===== config.mk =====
export PLATFORM = sky130hd
export DESIGN_NAME = row_cache_arbiter
export DESIGN_NICKNAME = d
export VERILOG_FILES = /design/src/rtl/row_cache_pkg.sv /design/src/rtl/rr_arbiter.sv /design/src/rtl/row_cache_arbiter.sv
export SDC_FILE = /design/constraint.sdc
export NUM_CORES = 1
export LEC_CHECK = 0
export ABC_AREA = 1
export ABC_CLOCK_PERIOD_IN_PS = 3930
export CAP_MARGIN = 40
export CORE_MARGIN = 3
export CORE_UTILIZATION = 30
export CTS_CLUSTER_SIZE = 40
export DETAILED_ROUTE_END_ITERATION = 8
export PLACE_DENSITY_LB_ADDON = 0.25
export SYNTH_ARGS = -nofsm -noshare
export SYNTH_HDL_FRONTEND = slang
export SYNTH_SLANG_ARGS = --single-unit

===== constraint.sdc =====
create_clock -name clk -period 3.93 [get_ports clk]
set_clock_uncertainty 0.1 [all_clocks]
set_input_delay 0.786 -clock clk [delete_from_list [all_inputs] [get_ports clk]]
set_output_delay 0.786 -clock clk [all_outputs]
set_load 0.02 [all_outputs]

===== src/rtl/row_cache_pkg.sv =====
// Shared types and default widths for the row-cache arbiter.
package row_cache_pkg;

  typedef enum logic [1:0] {
    IDLE  = 2'd0,
    ISSUE = 2'd1,
    WAIT  = 2'd2,
    RESP  = 2'd3
  } state_e;

  localparam int DEF_ADDRWIDTH = 17;
  localparam int DEF_CROWWIDTH = 5;

endpackage


===== src/rtl/rr_arbiter.sv =====
// Round-robin selector: first active request at or after ptr wins; one-hot grant.
module rr_arbiter #(
  parameter int NREQ = 4,
  parameter int IDW  = (NREQ > 1) ? $clog2(NREQ) : 1
) (
  input  logic [NREQ-1:0] req,
  input  logic [IDW-1:0]  ptr,
  output logic [NREQ-1:0] grant
);

  logic           found;
  logic [IDW-1:0] idx;

  always_comb begin
    grant = '0;
    found = 1'b0;
    idx   = '0;
    for (int i = 0; i < NREQ; i++) begin
      idx = IDW'((int'(ptr) + i) % NREQ);
      if (!found && req[idx]) begin
        grant[idx] = 1'b1;
        found      = 1'b1;
      end
    end
  end

endmodule


===== src/rtl/row_cache_arbiter.sv =====
// Arbitrates NREQ requesters onto a single row-cache port, one request in flight.
// Optional WAIT timeout is enabled by defining ROW_CACHE_ARB_TIMEOUT_EN.
module row_cache_arbiter
  import row_cache_pkg::*;
#(
  parameter int NREQ      = 4,
  parameter int ADDRWIDTH = DEF_ADDRWIDTH,
  parameter int CROWWIDTH = DEF_CROWWIDTH,
  parameter int TIMEOUT   = 64
) (
  input  logic                      clk,
  input  logic                      rst,
  input  logic [NREQ-1:0]           req_valid,
  input  logic [NREQ-1:0]           req_wr,
  input  logic [NREQ*ADDRWIDTH-1:0] req_row,
  output logic [NREQ-1:0]           req_ready,
  output logic [NREQ-1:0]           rsp_valid,
  output logic [CROWWIDTH-1:0]      rsp_crow,
  output logic                      rsp_err,
  input  logic                      MemOK,
  output logic                      cache_RD,
  output logic                      cache_WR,
  output logic [ADDRWIDTH-1:0]      cache_RowId,
  input  logic                      cache_hold,
  input  logic [CROWWIDTH-1:0]      cache_cRowId,
  output state_e                    dbg_state
);

  localparam int IDW = (NREQ > 1) ? $clog2(NREQ) : 1;

  // Handshake: a requester holds req_valid with its row/wr stable; the cycle
  // req_ready[i] pulses is the accept cycle, and the request is then owned here
  // until rsp_valid[i] pulses. req_valid is only looked at in IDLE.

  state_e                 state_q, state_d;
  logic [IDW-1:0]         ptr_q, ptr_d;
  logic [IDW-1:0]         id_q, id_d;
  logic [ADDRWIDTH-1:0]   row_q, row_d;
  logic                   wr_q, wr_d;
  logic [CROWWIDTH-1:0]   crow_q, crow_d;

  logic [NREQ-1:0]        grant;
  logic [IDW-1:0]         win_id;
  logic [ADDRWIDTH-1:0]   win_row;
  logic                   win_wr;
  logic                   timeout_hit;

  rr_arbiter #(.NREQ(NREQ), .IDW(IDW)) u_rr (
    .req   (req_valid),
    .ptr   (ptr_q),
    .grant (grant)
  );

  always_comb begin
    win_id  = '0;
    win_row = '0;
    win_wr  = 1'b0;
    for (int i = 0; i < NREQ; i++) begin
      if (grant[i]) begin
        win_id  = IDW'(i);
        win_row = req_row[i*ADDRWIDTH +: ADDRWIDTH];
        win_wr  = req_wr[i];
      end
    end
  end

`ifdef ROW_CACHE_ARB_TIMEOUT_EN
  localparam int CW = $clog2(TIMEOUT + 1);
  logic [CW-1:0] cnt_q;
  logic          err_q;

  // Counter sits at 0 outside WAIT, so WAIT cycle k sees cnt_q == k-1.
  assign timeout_hit = (state_q == WAIT) && cache_hold && (cnt_q == CW'(TIMEOUT - 1));

  always_ff @(posedge clk) begin
    if (rst) begin
      cnt_q <= '0;
      err_q <= 1'b0;
    end else begin
      cnt_q <= (state_q == WAIT) ? cnt_q + 1'b1 : '0;
      if (state_q == WAIT) err_q <= timeout_hit;
    end
  end

  assign rsp_err = (state_q == RESP) && err_q;
`else
  assign timeout_hit = 1'b0;
  assign rsp_err     = 1'b0;
`endif

  always_ff @(posedge clk) begin
    if (rst) begin
      state_q <= IDLE;
      ptr_q   <= '0;
      id_q    <= '0;
      row_q   <= '0;
      wr_q    <= 1'b0;
      crow_q  <= '0;
    end else begin
      state_q <= state_d;
      ptr_q   <= ptr_d;
      id_q    <= id_d;
      row_q   <= row_d;
      wr_q    <= wr_d;
      crow_q  <= crow_d;
    end
  end

  always_comb begin
    state_d = state_q;
    ptr_d   = ptr_q;
    id_d    = id_q;
    row_d   = row_q;
    wr_d    = wr_q;
    crow_d  = crow_q;
    case (state_q)
      IDLE: begin
        if (MemOK && (|req_valid)) begin
          state_d = ISSUE;
          id_d    = win_id;
          row_d   = win_row;
          wr_d    = win_wr;
        end
      end
      ISSUE: state_d = WAIT;
      WAIT: begin
        if (!cache_hold) begin
          crow_d  = cache_cRowId;
          state_d = RESP;
        end else if (timeout_hit) begin
          crow_d  = '0;
          state_d = RESP;
        end
      end
      RESP: begin
        ptr_d   = (id_q == IDW'(NREQ - 1)) ? '0 : id_q + 1'b1;
        state_d = IDLE;
      end
      default: state_d = IDLE;
    endcase
  end

  // Accept is combinational so a grant can land in the same cycle MemOK rises.
  always_comb begin
    req_ready   = '0;
    rsp_valid   = '0;
    rsp_crow    = '0;
    cache_RD    = 1'b0;
    cache_WR    = 1'b0;
    cache_RowId = '0;
    if (state_q == IDLE && MemOK && !rst) req_ready = grant;
    if (state_q != IDLE) cache_RowId = row_q;
    if (state_q == ISSUE) begin
      cache_WR = wr_q;
      cache_RD = !wr_q;
    end
    if (state_q == RESP) begin
      rsp_valid[id_q] = 1'b1;
      rsp_crow        = crow_q;
    end
  end

  assign dbg_state = state_q;

endmodule


* Word level (Yosys, flattened, before mapping) *
Cells that the tools add are included.

storage, ports and cells
  bits in registers = 29
  latch bits = 0
  bits in writable memories = 0
  memory bits (read-only) = 0
  output and inout port bits = 35
  logic and storage cells = 98
  memories kept = 0

cells by class
  $add $sub $neg = 4
  multiply operators = 0
  div/mod/pow operators = 0
  order comparisons = 10
  eq/ne operators = 6
  shift operators = 0
  mux-type cells = 46
  bitwise operators = 4
  reductions and logical operators = 22

operators with widths
  kind                                                                                 count
  17-bit 2-to-1 mux                                                                    5
  4-bit 2-to-1 mux                                                                     6
  1-bit 2-to-1 mux                                                                     19
  2-bit by 3-bit < comparator with 1-bit output, second input constant                 5
  4-bit bitwise OR                                                                     3
  1-bit logical AND                                                                    11
  1-bit demux with 2-bit select                                                        5
  2-bit by 1-bit greater-or-equal comparator with 1-bit output, second input constant  5
  2-bit 2-to-1 mux                                                                     5
  1-bit binary-select mux with 2-bit select                                            4
  2-bit case mux with 4 select lines                                                   1
  2-bit equality test, second input constant                                           3
  2-bit AND reduction                                                                  3
  1-bit logical NOT                                                                    5
  5-bit 2-to-1 mux                                                                     1
  2-bit by 1-bit adder with 2-bit output, second input constant                        2
  2-bit adder, second input constant                                                   2
  2-bit != test, second input constant                                                 2
  4-bit OR reduction                                                                   1
  2-bit by 1-bit equality test with 1-bit output, second input constant                1
  2-bit logical NOT                                                                    1
  2-bit nonzero test                                                                   1
  1-bit NOT                                                                            1

* Logic depth before layout (Yosys ltp) *
  depth after elaboration = 16
  mapped depth = 17
  mapped depth without buffers = 14

* Hierarchy *
A second synthesis with hierarchy kept.

unflattened totals
  cell total of the unflattened synthesis = 474
  area, all modules = 2,730.1 um^2

by module, submodules not included
  module             instances  cells each  area an instance (um^2)  sequential area each (um^2)
  row_cache_arbiter  1          401         2,331.0                  580.6
  rr_arbiter         1          73          399.1                    0.0

* Worst setup path after synthesis *
Ideal clock, no wire load.

  path kind = register to output
  from = register ptr_q[0]
  to = output port req_ready[2]
  arrival time = 2,161 ps
  path slack = 883 ps
  cell stages (with the launch flop) = 15
  path buffers = 3
  cell sequence = dfxtp_1 > buf_6 > inv_6 > ha_1 > inv_1 > nand3_1 > nand2_1 > nand2_4 > nor2_8 > nand2_4 > nand3_4 > buf_6 > inv_2 > buf_6 > nor2_1

between the ends
  longest elaborated chain between the ends = 13

RTL lines
  item                                                                                                    line                      RTL
  from (decl)                                                                                             row_cache_arbiter.sv:36   logic [IDW-1:0] ptr_q, ptr_d;
  from (signal assigned)                                                                                  row_cache_arbiter.sv:101  ptr_q <= ptr_d;
  parallel branches: the longest is 11 deep, another holds 2-bit by 3-bit < comparator with 1-bit output  --
  4-bit 2-to-1 mux (*)                                                                                    rr_arbiter.sv:20          if (!found && req[idx]) begin
  4-bit 2-to-1 mux (*)                                                                                    row_cache_arbiter.sv:151  if (state_q == IDLE && MemOK && !rst) req_ready = grant;
  to (decl)                                                                                               row_cache_arbiter.sv:16   output logic [NREQ-1:0] req_ready,

Every way passes the cells marked *. The select of a mux whose other input is x is not followed.

* Worst setup path after layout *
  from = input port req_valid[0]
  to = output port req_ready[2]

between the ends
  longest elaborated chain between the ends = 13

RTL lines
  item                                       line                      RTL
  from (decl)                                row_cache_arbiter.sv:13   input logic [NREQ-1:0] req_valid,
  1-bit binary-select mux with 2-bit select  rr_arbiter.sv:20
  1-bit 2-to-1 mux (not written as such)     rr_arbiter.sv:20
  1-bit 2-to-1 mux                           rr_arbiter.sv:20
  1-bit logical NOT                          rr_arbiter.sv:20
  1-bit logical AND                          rr_arbiter.sv:20
  1-bit 2-to-1 mux                           rr_arbiter.sv:20
  1-bit logical NOT                          rr_arbiter.sv:20
  1-bit logical AND                          rr_arbiter.sv:20
  1-bit 2-to-1 mux                           rr_arbiter.sv:20
  1-bit logical NOT                          rr_arbiter.sv:20
  1-bit logical AND                          rr_arbiter.sv:20
  4-bit 2-to-1 mux (*)                       rr_arbiter.sv:20
  4-bit 2-to-1 mux (*)                       row_cache_arbiter.sv:151

Mark *: on every way between the ends. The rest lies on a longest branch, timed or not. The select of a mux whose other input is x is not followed.

==> results.tsv <==
stage	metric	value	unit
run_status	outcome	finished, final reports clean	
worst_setup_path	crit_arrival	2840	ps
synthesis	async_flop_share	0	%
worst_setup_path	crit_path_cell_trace	clkdlybuf4s50_1 -> inv_1 -> nand2_1 -> nand3_1 -> nand2_1 -> nand3_1 -> nand2_1 -> clkinv_1 -> nand3_4 -> inv_2 -> nor2_1 -> clkdlybuf4s50_1	
worst_setup_path	crit_path_end_kind	output port	
synthesis	synth-seq-cells	29	
worst_setup_path	r2r_slack	1270	ps
cts	cts_resized	0	
synthesis	yosys.area_share.simple	40.80	%
floorplanning	io_pins	120	
worst_setup_path	cp.required	3040	ps
timing	min_period	3729	ps
drt	dr.first_iter.drc_count	185	
synthesis	ys_warn_count	0	
drt	drc	0	
synthesis	synth_ff_type	dfxtp_1	
cts	root_buffer	clkbuf_8	
cells_and_area	drive_above_1_share	12.15	%
worst_setup_path	crit_family	buffers and inverters	
synthesis	netlist_top_cells_area	dfxtp_1 21%, nand2_1 12%, nor2_1 10%, nand3_1 9.9%, ha_1 6.8%	
cts	clock_path_buffers	2	
drt	wirelength	8852	um
drt	post_drt_wl_per_cell	13.60	um
cts	cts_tree	built	
cts	htreeDepth	2	
timing	timing.fmax	268.1	MHz
timing	hold_viol	0	
cells_and_area	diodes	0	
worst_setup_path	crit_type	in -> out	
synthesis	synthDominantCellAreaShare	21.18	%
global_routing	grtUsageTotal	17.07	%
synthesis	synth-compound-area-share	18.17	%
cells_and_area	fillers	905	
cells_and_area	syn2layout_area_growth	49.70	%
floorplanning	rows	34	
synthesis	synth_top_family_by_area	simple AND/OR/NAND/NOR gates	
worst_setup_path	crit_top_cell	nand2_1	
cts	cts_hold_buf	0	
cells_and_area	nets	642	
global_routing	grt_pass1_vias	2941	
floorplanning	die_w	101.6	um
power_and_ir_drop	p_per_area	478.8	mW/mm2
synthesis	synth_most_common_cell	nand2_1	
timing	rsz0062_at_grt	no	
cts	clock-sinks	29	
global_routing	grt_first_pass_wirelength	14240	um
floorplanning	core_area	0.008806	mm2
synthesis	ys_seq_area_share	21.18	%
worst_setup_path	slowest_stage	clkdlybuf4s50_1	
global_routing	grt_max_degree	39	
cts	path_clk_slew	60	ps
worst_setup_path	r2r-start	ptr_q[0]$_SDFFE_PP0P_	
placed_design	dp_hpwl	6626	um
drt	vias_per_cell	4.768	
floorplanning	die_area	0.01032	mm2
worst_setup_path	cp_max_fo	4	
drt	vias	3104	
cts	cts_buffers	5	
worst_hold_path	hp-start	row_q[6]$_SDFFE_PP0P_	
worst_setup_path	reg2reg_depth	15	
worst_hold_path	min_path_type	reg -> reg	
worst_setup_path	crit_buf_inv	5	
synthesis	synth_fa_ha_area_share	6.846	%
synthesis	syn_area	0.002741	mm2
global_routing	antenna_found_initial	0	
cells_and_area	finalNonFillerCells	651	
synthesis	netlist_instances	428	
power_and_ir_drop	power.leakage	1.790	nW
timing	min_period_over_period	94.89	%
drt	ant_nets	0	
synthesis	syn-num-nets	528	
synthesis	synth.distinct_cells	32	
placed_design	placed_cells	643	
synthesis	synth_common_cells	89 x nand2_1, 73 x nor2_1, 54 x nand3_1	
timing	tns	0	ps
synthesis	avgSynthCellArea	6.405	um2
drt	firstDrtPassIters	4	
floorplanning	die_height	101.6	um
run	maxCapViolCount	0	
worst_setup_path	slowest_delay	650	ps
worst_hold_path	hold-path-endpoint	row_q[6]$_SDFFE_PP0P_	
timing	slew_viol_final	0	
cts	cts_setup_buffers	0	
synthesis	synth_edf_count	0	
timing	setup_viol	0	
worst_hold_path	hold_path_depth	2	
cts	clk_latency	280	ps
floorplanning	start_util	31.13	%
synthesis	synth-xor-area-share	0	%
worst_setup_path	cp-start-kind	input port	
placed_design	place_congestion	0.8411	
global_routing	gr-total-overflow	0	
placed_design	port_buffers	118	
worst_setup_path	timing.rr.end	row_q[11]$_SDFFE_PP0P_	
synthesis	yosys.area.top_type	dfxtp_1	
synthesis	muxShareOfSynthArea	0	%
power_and_ir_drop	peakVddDrop	0.1441	mV
-- registers in the layout, summed over array words and instances, names as in the netlist --
register   cells
ptr_q          2
id_q           2
crow_q         5
dbg_state      2
wr_q           1
row_q         17
-- layout make-up --
cell class,count,area (um2),share of cell area [%]
clock buffer,7,86.33,2.104
inverter,50,192.7,4.695
multi-input combinational,326,1808,44.05
timing repair buffer,130,1271,30.98
tap,108,135.1,3.293
sequential,29,580.6,14.15
clock inverter,1,30.03,0.7317
-- stage by stage --
stage / hold WS, ps / setup WS [ps] / power [mW] / area (um2) / util [%]
6_report: 365.9 / 200.7 / 1.965 / 4104 / 46.60
5_1_grt: 393.1 / 38.98 / 2.141 / 4104 / 46.60
4_1_cts: 368.9 / 211.9 / 1.988 / 4104 / 46.60
3_5_place_dp: 358.1 / 235.2 / 1.658 / 3988 / 45.28
3_3_place_gp: 355.6 / 255.8 / 1.634 / 3988 / 45.28
2_1_floorplan: 345.3 / 882.8 / 1.290 / 2741 / -
-- metal layers --
layer  vias up  GRT usage (%)  wire length [um]
li1       1580              -                 -
met1      1415          21.44              3783
met2       101          29.38              4420
met3         8          3.444               525
met4         0          5.112               123
met5         -              0                 0
-- power breakdown --
group          internal (mW)  leakage (nW)  switching, mW
combinational          0.480          1.50          0.743
clock                  0.206        0.0585          0.112
sequential             0.373         0.237         0.0502
total                   1.06          1.79          0.905
-- layout by cell type (no fill, tap or decap), types with 3 or more instances in the layout --
master,synthesis,final
a21boi_0,18,18
a21oi_1,20,20
a21oi_2,20,20
buf_4,3,12
clkbuf_8,0,6
clkdlybuf4s50_1,0,118
dfxtp_1,29,29
ha_1,15,15
inv_1,45,45
inv_2,3,3
nand2_1,89,89
nand2_2,7,7
nand2_4,6,6
nand3_1,54,54
nand3_4,3,3
nor2_1,73,73
nor2_2,3,3
o21ai_0,9,9
-- worst reg2reg max path, stage by stage (launching register included) --
cell	delay, ps
dfxtp_1	400
inv_6	80
ha_1	350
inv_1	90
nand3_1	80
nand2_1	110
nand2_4	130
nor2_2	50
nand2_2	70
nand3_4	80
buf_4	240
nor2_4	410
nand2_1	100
nand3_1	110
nand2_1	80
a21oi_2	100
-- worst max-delay path by stage --
stage | start | endpoint | slack [ps] | cells past startpoint
finish | req_valid[0] | req_ready[2] | 200 | 12
global route | req_valid[2] | req_ready[2] | 40 | 12
CTS | req_valid[0] | req_ready[2] | 210 | 12
detailed placement | req_valid[0] | req_ready[2] | 240 | 12
global placement | req_valid[0] | req_ready[1] | 260 | 11
floorplan | ptr_q[0]$_SDFFE_PP0P_ | req_ready[2] | 880 | 14
-- cell families after synthesis --
group,count (synthesis)
and+or+nand+nor,239
DFF,29
other,1
AOI/OAI and AO/OA,71
adders and majority gates,15
buffers and inverters,73
Note: power is estimated with default switching activity, not from simulation.
